### src/rtl/branch_predictor_pkg.sv
// Shared constants for the fetch-side branch predictor: 2-bit counter
// state encodings, counter reset value and instruction size for PC+4.
// Latency: n/a (constants only). Backpressure: n/a.
package branch_predictor_pkg;

  // 2-bit saturating counter encodings
  localparam logic [1:0] SNT = 2'd0;  // strong not-taken
  localparam logic [1:0] WNT = 2'd1;  // weak not-taken
  localparam logic [1:0] WT  = 2'd2;  // weak taken
  localparam logic [1:0] ST  = 2'd3;  // strong taken

  // Counters come out of reset weakly not-taken
  localparam logic [1:0] CNT_RST = WNT;

  // Fall-through distance for sequential fetch
  localparam int INSTR_BYTES = 4;

endpackage

### src/rtl/branch_predictor_if.sv
// Fetch/resolve/redirect bundle between the predictor and the pipeline.
// Latency: n/a (wiring only). Backpressure: none, every signal is per-cycle.
// Ports: fetch_pc/pred_* (fetch lookup), res_* (execute training),
//        mispredict/redirect_pc (to PC logic), lookup_cnt/mispred_cnt (perf).
interface branch_predictor_if #(
  parameter int PC_W = 32
);
  logic [PC_W-1:0] fetch_pc;
  logic            pred_hit;
  logic            pred_taken;
  logic [PC_W-1:0] pred_target;

  logic            res_valid;
  logic            res_is_branch;
  logic [PC_W-1:0] res_pc;
  logic            res_taken;
  logic [PC_W-1:0] res_target;
  logic            res_pred_taken;
  logic [PC_W-1:0] res_pred_target;

  logic            mispredict;
  logic [PC_W-1:0] redirect_pc;
  logic [31:0]     lookup_cnt;
  logic [31:0]     mispred_cnt;

  // Pipeline side: drives fetch PC and resolved outcomes
  modport master (
    output fetch_pc, res_valid, res_is_branch, res_pc, res_taken,
           res_target, res_pred_taken, res_pred_target,
    input  pred_hit, pred_taken, pred_target, mispredict, redirect_pc,
           lookup_cnt, mispred_cnt
  );

  // Predictor side
  modport slave (
    input  fetch_pc, res_valid, res_is_branch, res_pc, res_taken,
           res_target, res_pred_taken, res_pred_target,
    output pred_hit, pred_taken, pred_target, mispredict, redirect_pc,
           lookup_cnt, mispred_cnt
  );
endinterface

### src/rtl/branch_predictor_bp_sat_counter2.sv
// 2-bit saturating counter next-state function for branch training.
// Latency: combinational. Backpressure: none.
// Ports: state (current counter), taken (resolved outcome), next (updated counter).
module bp_sat_counter2
  import branch_predictor_pkg::*;
(
  input  logic [1:0] state,
  input  logic       taken,
  output logic [1:0] next
);

  always_comb begin
    next = state;
    if (taken && (state != ST)) begin
      next = state + 2'd1;
    end else if (!taken && (state != SNT)) begin
      next = state - 2'd1;
    end
  end

endmodule

### src/rtl/branch_predictor.sv
// Direct-mapped 2-bit-counter branch predictor with registered redirect.
// Latency: prediction combinational; mispredict/redirect_pc one cycle after resolve.
// Backpressure: none; every cycle is a lookup, every resolve slot is accepted.
// Ports: clk, rst_n (sync, active-low), bp (branch_predictor_if.slave).
// Optional build macro BP_PERF_CNT_EN adds saturating lookup/mispredict
// counters; without it lookup_cnt/mispred_cnt read 0.
module branch_predictor
  import branch_predictor_pkg::*;
#(
  parameter int ENTRIES = 16,
  parameter int PC_W    = 32
) (
  input logic               clk,
  input logic               rst_n,
  branch_predictor_if.slave bp
);

  localparam int IDX_W = $clog2(ENTRIES);
  localparam int TAG_W = PC_W - IDX_W - 2;
  localparam logic [PC_W-1:0] PC_INC = PC_W'(INSTR_BYTES);

  // Table held in flops so reset can clear every entry
  logic             valid_q [ENTRIES];
  logic [TAG_W-1:0] tag_q   [ENTRIES];
  logic [PC_W-1:0]  target_q[ENTRIES];
  logic [1:0]       cnt_q   [ENTRIES];

  // ---------------- fetch lookup ----------------
  logic [IDX_W-1:0] f_idx;
  logic [TAG_W-1:0] f_tag;
  logic             f_hit;
  logic             f_taken;

  assign f_idx = bp.fetch_pc[IDX_W+1:2];
  assign f_tag = bp.fetch_pc[PC_W-1:IDX_W+2];

  // Gate with rst_n so nothing is predicted while reset is held
  assign f_hit   = rst_n && valid_q[f_idx] && (tag_q[f_idx] == f_tag);
  assign f_taken = f_hit && cnt_q[f_idx][1];

  assign bp.pred_hit    = f_hit;
  assign bp.pred_taken  = f_taken;
  assign bp.pred_target = f_taken ? target_q[f_idx] : (bp.fetch_pc + PC_INC);

  // ---------------- resolve / training ----------------
  logic [IDX_W-1:0] r_idx;
  logic [TAG_W-1:0] r_tag;
  logic             r_hit;
  logic             train;
  logic [1:0]       cnt_nxt;
  logic             mis_d;
  logic [PC_W-1:0]  redir_d;

  assign r_idx = bp.res_pc[IDX_W+1:2];
  assign r_tag = bp.res_pc[PC_W-1:IDX_W+2];
  assign r_hit = valid_q[r_idx] && (tag_q[r_idx] == r_tag);
  assign train = bp.res_valid && bp.res_is_branch;

  bp_sat_counter2 u_sat (
    .state (cnt_q[r_idx]),
    .taken (bp.res_taken),
    .next  (cnt_nxt)
  );

  // A taken branch with the right direction but a stale target still redirects
  assign mis_d = train &&
                 ((bp.res_taken != bp.res_pred_taken) ||
                  (bp.res_taken && (bp.res_target != bp.res_pred_target)));

  assign redir_d = bp.res_taken ? bp.res_target : (bp.res_pc + PC_INC);

  // Table write. Lookups read the pre-edge contents, giving read-before-write
  // when fetch and resolve hit the same index in one cycle.
  always_ff @(posedge clk) begin
    if (!rst_n) begin
      for (int i = 0; i < ENTRIES; i++) begin
        valid_q[i]  <= 1'b0;
        tag_q[i]    <= '0;
        target_q[i] <= '0;
        cnt_q[i]    <= CNT_RST;
      end
    end else if (train) begin
      if (r_hit) begin
        cnt_q[r_idx] <= cnt_nxt;
        if (bp.res_taken) begin
          target_q[r_idx] <= bp.res_target;
        end
      end else if (bp.res_taken) begin
        // Allocate on taken miss, evicting whatever aliased here
        valid_q[r_idx]  <= 1'b1;
        tag_q[r_idx]    <= r_tag;
        target_q[r_idx] <= bp.res_target;
        cnt_q[r_idx]    <= WT;
      end
    end
  end

  // ---------------- registered redirect ----------------
  logic            mis_q;
  logic [PC_W-1:0] redir_q;

  always_ff @(posedge clk) begin
    if (!rst_n) begin
      mis_q   <= 1'b0;
      redir_q <= '0;
    end else begin
      mis_q <= mis_d;
      if (mis_d) begin
        redir_q <= redir_d;
      end
    end
  end

  assign bp.mispredict  = mis_q;
  assign bp.redirect_pc = redir_q;

  // ---------------- performance counters ----------------
`ifdef BP_PERF_CNT_EN
  logic [31:0] lookup_q;
  logic [31:0] mispred_q;

  always_ff @(posedge clk) begin
    if (!rst_n) begin
      lookup_q  <= '0;
      mispred_q <= '0;
    end else begin
      if (lookup_q != '1) begin
        lookup_q <= lookup_q + 32'd1;
      end
      if (mis_d && (mispred_q != '1)) begin
        mispred_q <= mispred_q + 32'd1;
      end
    end
  end

  assign bp.lookup_cnt  = lookup_q;
  assign bp.mispred_cnt = mispred_q;
`else
  assign bp.lookup_cnt  = 32'd0;
  assign bp.mispred_cnt = 32'd0;
`endif

endmodule

### src/flat_wrapper.sv
// flat-port wrapper written by rule: the top's interface ports become plain ports
module branch_predictor_flat import branch_predictor_pkg::*;
#(
  parameter int ENTRIES = 16,
  parameter int PC_W    = 32
)
  (clk, rst_n, bp_fetch_pc, bp_res_valid, bp_res_is_branch, bp_res_pc, bp_res_taken, bp_res_target, bp_res_pred_taken, bp_res_pred_target, bp_pred_hit, bp_pred_taken, bp_pred_target, bp_mispredict, bp_redirect_pc, bp_lookup_cnt, bp_mispred_cnt);
  branch_predictor_if #(.PC_W(PC_W)) bp_i ();
  input logic clk;
  input logic rst_n;
  input wire logic [$bits(bp_i.fetch_pc)-1:0] bp_fetch_pc;
  input wire logic [$bits(bp_i.res_valid)-1:0] bp_res_valid;
  input wire logic [$bits(bp_i.res_is_branch)-1:0] bp_res_is_branch;
  input wire logic [$bits(bp_i.res_pc)-1:0] bp_res_pc;
  input wire logic [$bits(bp_i.res_taken)-1:0] bp_res_taken;
  input wire logic [$bits(bp_i.res_target)-1:0] bp_res_target;
  input wire logic [$bits(bp_i.res_pred_taken)-1:0] bp_res_pred_taken;
  input wire logic [$bits(bp_i.res_pred_target)-1:0] bp_res_pred_target;
  output wire logic [$bits(bp_i.pred_hit)-1:0] bp_pred_hit;
  output wire logic [$bits(bp_i.pred_taken)-1:0] bp_pred_taken;
  output wire logic [$bits(bp_i.pred_target)-1:0] bp_pred_target;
  output wire logic [$bits(bp_i.mispredict)-1:0] bp_mispredict;
  output wire logic [$bits(bp_i.redirect_pc)-1:0] bp_redirect_pc;
  output wire logic [$bits(bp_i.lookup_cnt)-1:0] bp_lookup_cnt;
  output wire logic [$bits(bp_i.mispred_cnt)-1:0] bp_mispred_cnt;
  assign bp_i.fetch_pc = bp_fetch_pc;
  assign bp_i.res_valid = bp_res_valid;
  assign bp_i.res_is_branch = bp_res_is_branch;
  assign bp_i.res_pc = bp_res_pc;
  assign bp_i.res_taken = bp_res_taken;
  assign bp_i.res_target = bp_res_target;
  assign bp_i.res_pred_taken = bp_res_pred_taken;
  assign bp_i.res_pred_target = bp_res_pred_target;
  assign bp_pred_hit = bp_i.pred_hit;
  assign bp_pred_taken = bp_i.pred_taken;
  assign bp_pred_target = bp_i.pred_target;
  assign bp_mispredict = bp_i.mispredict;
  assign bp_redirect_pc = bp_i.redirect_pc;
  assign bp_lookup_cnt = bp_i.lookup_cnt;
  assign bp_mispred_cnt = bp_i.mispred_cnt;
  branch_predictor #(.ENTRIES(ENTRIES), .PC_W(PC_W)) u_core (.clk(clk), .rst_n(rst_n), .bp(bp_i));
endmodule
### config.mk
export PLATFORM = sky130hd
export DESIGN_NAME = branch_predictor_flat
export DESIGN_NICKNAME = d
export VERILOG_FILES = /design/src/rtl/branch_predictor_pkg.sv /design/src/rtl/branch_predictor_if.sv /design/src/rtl/branch_predictor_bp_sat_counter2.sv /design/src/rtl/branch_predictor.sv /design/src/flat_wrapper.sv
export SDC_FILE = /design/constraint.sdc
export NUM_CORES = 2
export LEC_CHECK = 0
export CORE_MARGIN = 2
export CORE_UTILIZATION = 50
export CTS_BUF_LIST = sky130_fd_sc_hd__clkbuf_8
export DETAILED_ROUTE_END_ITERATION = 7
export PLACE_DENSITY = 0.68
export SLEW_MARGIN = 20
export SYNTH_ARGS = -nofsm -noshare
export SYNTH_HDL_FRONTEND = slang
export SYNTH_HIERARCHICAL = 1
export SYNTH_SLANG_ARGS = --single-unit
### constraint.sdc
create_clock -name clk -period 16.15 [get_ports clk]
set_clock_uncertainty 0.05 [all_clocks]
set_input_delay 4.845 -clock clk [delete_from_list [all_inputs] [get_ports clk]]
set_output_delay 4.845 -clock clk [all_outputs]
set_load 0.1 [all_outputs]
==> impl_metrics.tcl <==
set metrics [dict create \
    setup_viol 0 \
    initial_core_util_pct 50.28 \
    cp_max_fo 71 \
    period_minus_slack_ns 14.95 \
    critical_path_arrival_ns 10.05 \
    syn-instance-count 3858 \
    htree_levels 4 \
    holdBufCountCts 0 \
    port_buffers 200 \
    grt_use_total_pct 35.51 \
    worst_pin_slew_ns 1.186 \
    drive_gt1_share_pct 20.89 \
    ys_ff_latch 1009 \
    hold_viol_final 0 \
    first_pass_iters 6 \
    path_common_cell "buf_4" \
    core_um2 106800 \
    cts_resized 0 \
    crit_chain "buf_6, buf_4, mux2i_1, a22o_1, o21a_1, a2111o_1, nor4_1, o2111ai_1, and4bb_2, mux2_2, buf_4" \
    first_iter_violations 6095 \
    fp.dieH_um 331.6 \
    syn-mean-instance-area_um2 13.91 \
    crit_buf_inv 3 \
    worstSetupPathType "in2out" \
    drcViolationCount 0 \
    cap_viol_max_count 0 \
    yosysTopAreaCell "edfxtp_1" \
    p_per_area_nw_per_um2 103.0 \
    nNetsFinal 4058 \
    critPathTopFamily "simple AND/OR/NAND/NOR gates" \
    seq_area_frac_synth_pct 55.53 \
    cts-root-buf "clkbuf_8" \
    gp_congestion 1.040 \
    grt_overflow 0 \
    p_leak_nw 20.39 \
    ant_nets 0 \
    end_kind "output port" \
    synthDistinctLibCells 79 \
    clk_pin_slew_ns 0.06 \
    yosysWarningCount 6 \
    cp_slowest_stage_delay_ns 1.10 \
    rows 120 \
    setup_tns_ns 0 \
    ys_top_cells_by_count "960 x edfxtp_1, 523 x and2_1, 348 x mux4_2, 267 x clkbuf_1, 237 x nor3_1" \
    status "completed" \
    grt_max_degree 205 \
    rsz0062_at_grt "no" \
    routed_wl_um 197000 \
    numPlacedInstances 5149 \
    p_total_mw 6.147 \
    cts_tree "yes" \
    cts_made_buffers 169 \
    finalCritPeriodShare_pct 92.55 \
    synthMostInstantiatedCell "edfxtp_1" \
    fin_cells 5460 \
    peakVddDrop_v 0.00006242 \
    die_w_um 331.6 \
    fmax_mhz 66.91 \
    hpwlAfterDp_um 122200 \
    cp-start-kind "primary input" \
    max-clock-path-buffers 3 \
    syn_to_final_growth_pct 11.17 \
    hold_class "reg2reg" \
    synthArstFlopShare_pct 0 \
    wl_per_cell_um 36.08 \
    clock_sinks 1009 \
    r2r_slack_ns 10.94 \
    vias 37040 \
    worstPathRequired_ns 11.26 \
    max_slew_margin_pct 20.95 \
    pin_count 265 \
    post-cts-setup-buffer-count 0 \
    timing.final.max_slew_violations 0 \
    synth_area_leaders "edfxtp_1 54%, mux4_2 15%, and2_1 6.1%" \
    synth_area_um2 53680 \
    yosysTopAreaCellShare_pct 53.71 \
    antenna_found_initial 11 \
    synth_edf_count 960 \
    die_area_um2 110000 \
    synthFlopType "edfxtp_1" \
    insertion_delay_ns 0.89 \
    grt_pass1_vias 35780 \
    whs_ns 0.4458 \
    routed_via_density 6.783 \
    cp_slowest_cell "and4bb_2" \
    grt_first_pass_wirelength_um 273800 \
]
-- sequential cells by signal, summed over array words and instances (netlist names) --
name / cells
u_core/valid_q: 16
u_core/cnt_q: 32
u_core/tag_q: 416
u_core/bp.mispredict: 1
u_core/target_q: 512
u_core/bp.redirect_pc: 32
-- cell usage in the layout, fill, tap and decap left out, types with 41 or more instances in the layout --
cell type and n:
and2_1 523, buf_4 149, clkbuf_8 177, clkdlybuf4s50_1 157, clkinv_1 53, conb_1 64, dfxtp_1 49, edfxtp_1 960
inv_1 74, mux2i_1 191, mux4_2 348, nand2_1 118, nor2b_1 41, nor3_1 236, nor3b_1 195, o21ai_0 63
xnor2_1 78, xor2_1 62
-- metrics by stage --
| step | utilization [%] | area (um2) | setup WS (ns) |
|---|---|---|---|
| 2_1_floorplan | - | 53910 | 2.161 |
| 3_3_place_gp | 52.84 | 56410 | 1.453 |
| 3_5_place_dp | 52.91 | 56490 | 1.397 |
| 4_1_cts | 55.88 | 59650 | 1.386 |
| 5_1_grt | 55.88 | 59660 | 1.184 |
| 6_report | 55.90 | 59670 | 1.204 |
-- power by group --
part	switching [mW]	total (mW)	internal, mW
clock	1.10	2.19	1.10
combinational	0.596	0.896	0.300
sequential	0.0592	3.06	3.00
total	1.75	6.15	4.40
-- area by class of cell --
| cell class | count | area (um2) |
|---|---|---|
| antenna | 7 | 17.52 |
| fill | 8611 | 47080 |
| tap | 1403 | 1755 |
| clock inverter | 128 | 744.5 |
| sequential | 1009 | 29810 |
| clock buffer | 176 | 2422 |
| multi-input combinational | 2389 | 21950 |
| inverter | 32 | 122.6 |
| timing repair buffer | 316 | 2850 |
-- tightest hold or removal path: stages (launching register included) --
cell     delay, ns
dfxtp_1       0.35
nand2_1       0.06
o21ai_0       0.06
-- routing by layer --
metal	share of wire (%)	GRT usage (%)
met5	0.035	0
met4	4.9	14.62
met3	14	10.79
met2	44	53.29
met1	37	48.37
-- final timing paths --
check | startpoint | cells past startpoint | to
worst max-delay path | bp_fetch_pc[4] | 11 | bp_pred_target[12]
worst min-delay path | u_core/valid_q[12]$_DFF_P_ | 2 | u_core/valid_q[12]$_DFF_P_
worst max register to register | u_core/tag_q[0][21]$_SDFFCE_PN0P_ | 10 | u_core/tag_q[4][19]$_SDFFCE_PN0P_
worst min register to register | u_core/valid_q[12]$_DFF_P_ | 2 | u_core/valid_q[12]$_DFF_P_
-- cell families after synthesis --
family          synth area share [%]
compound gates                 3.807
xor+xnor                       2.284
fa+ha+maj                     0.1632
buf+inv                        4.806
flops                          55.53
mux                            19.00
other cells                 0.006986
simple gates                   14.40
No activity file was read; power rests on OpenSTA's default activity.
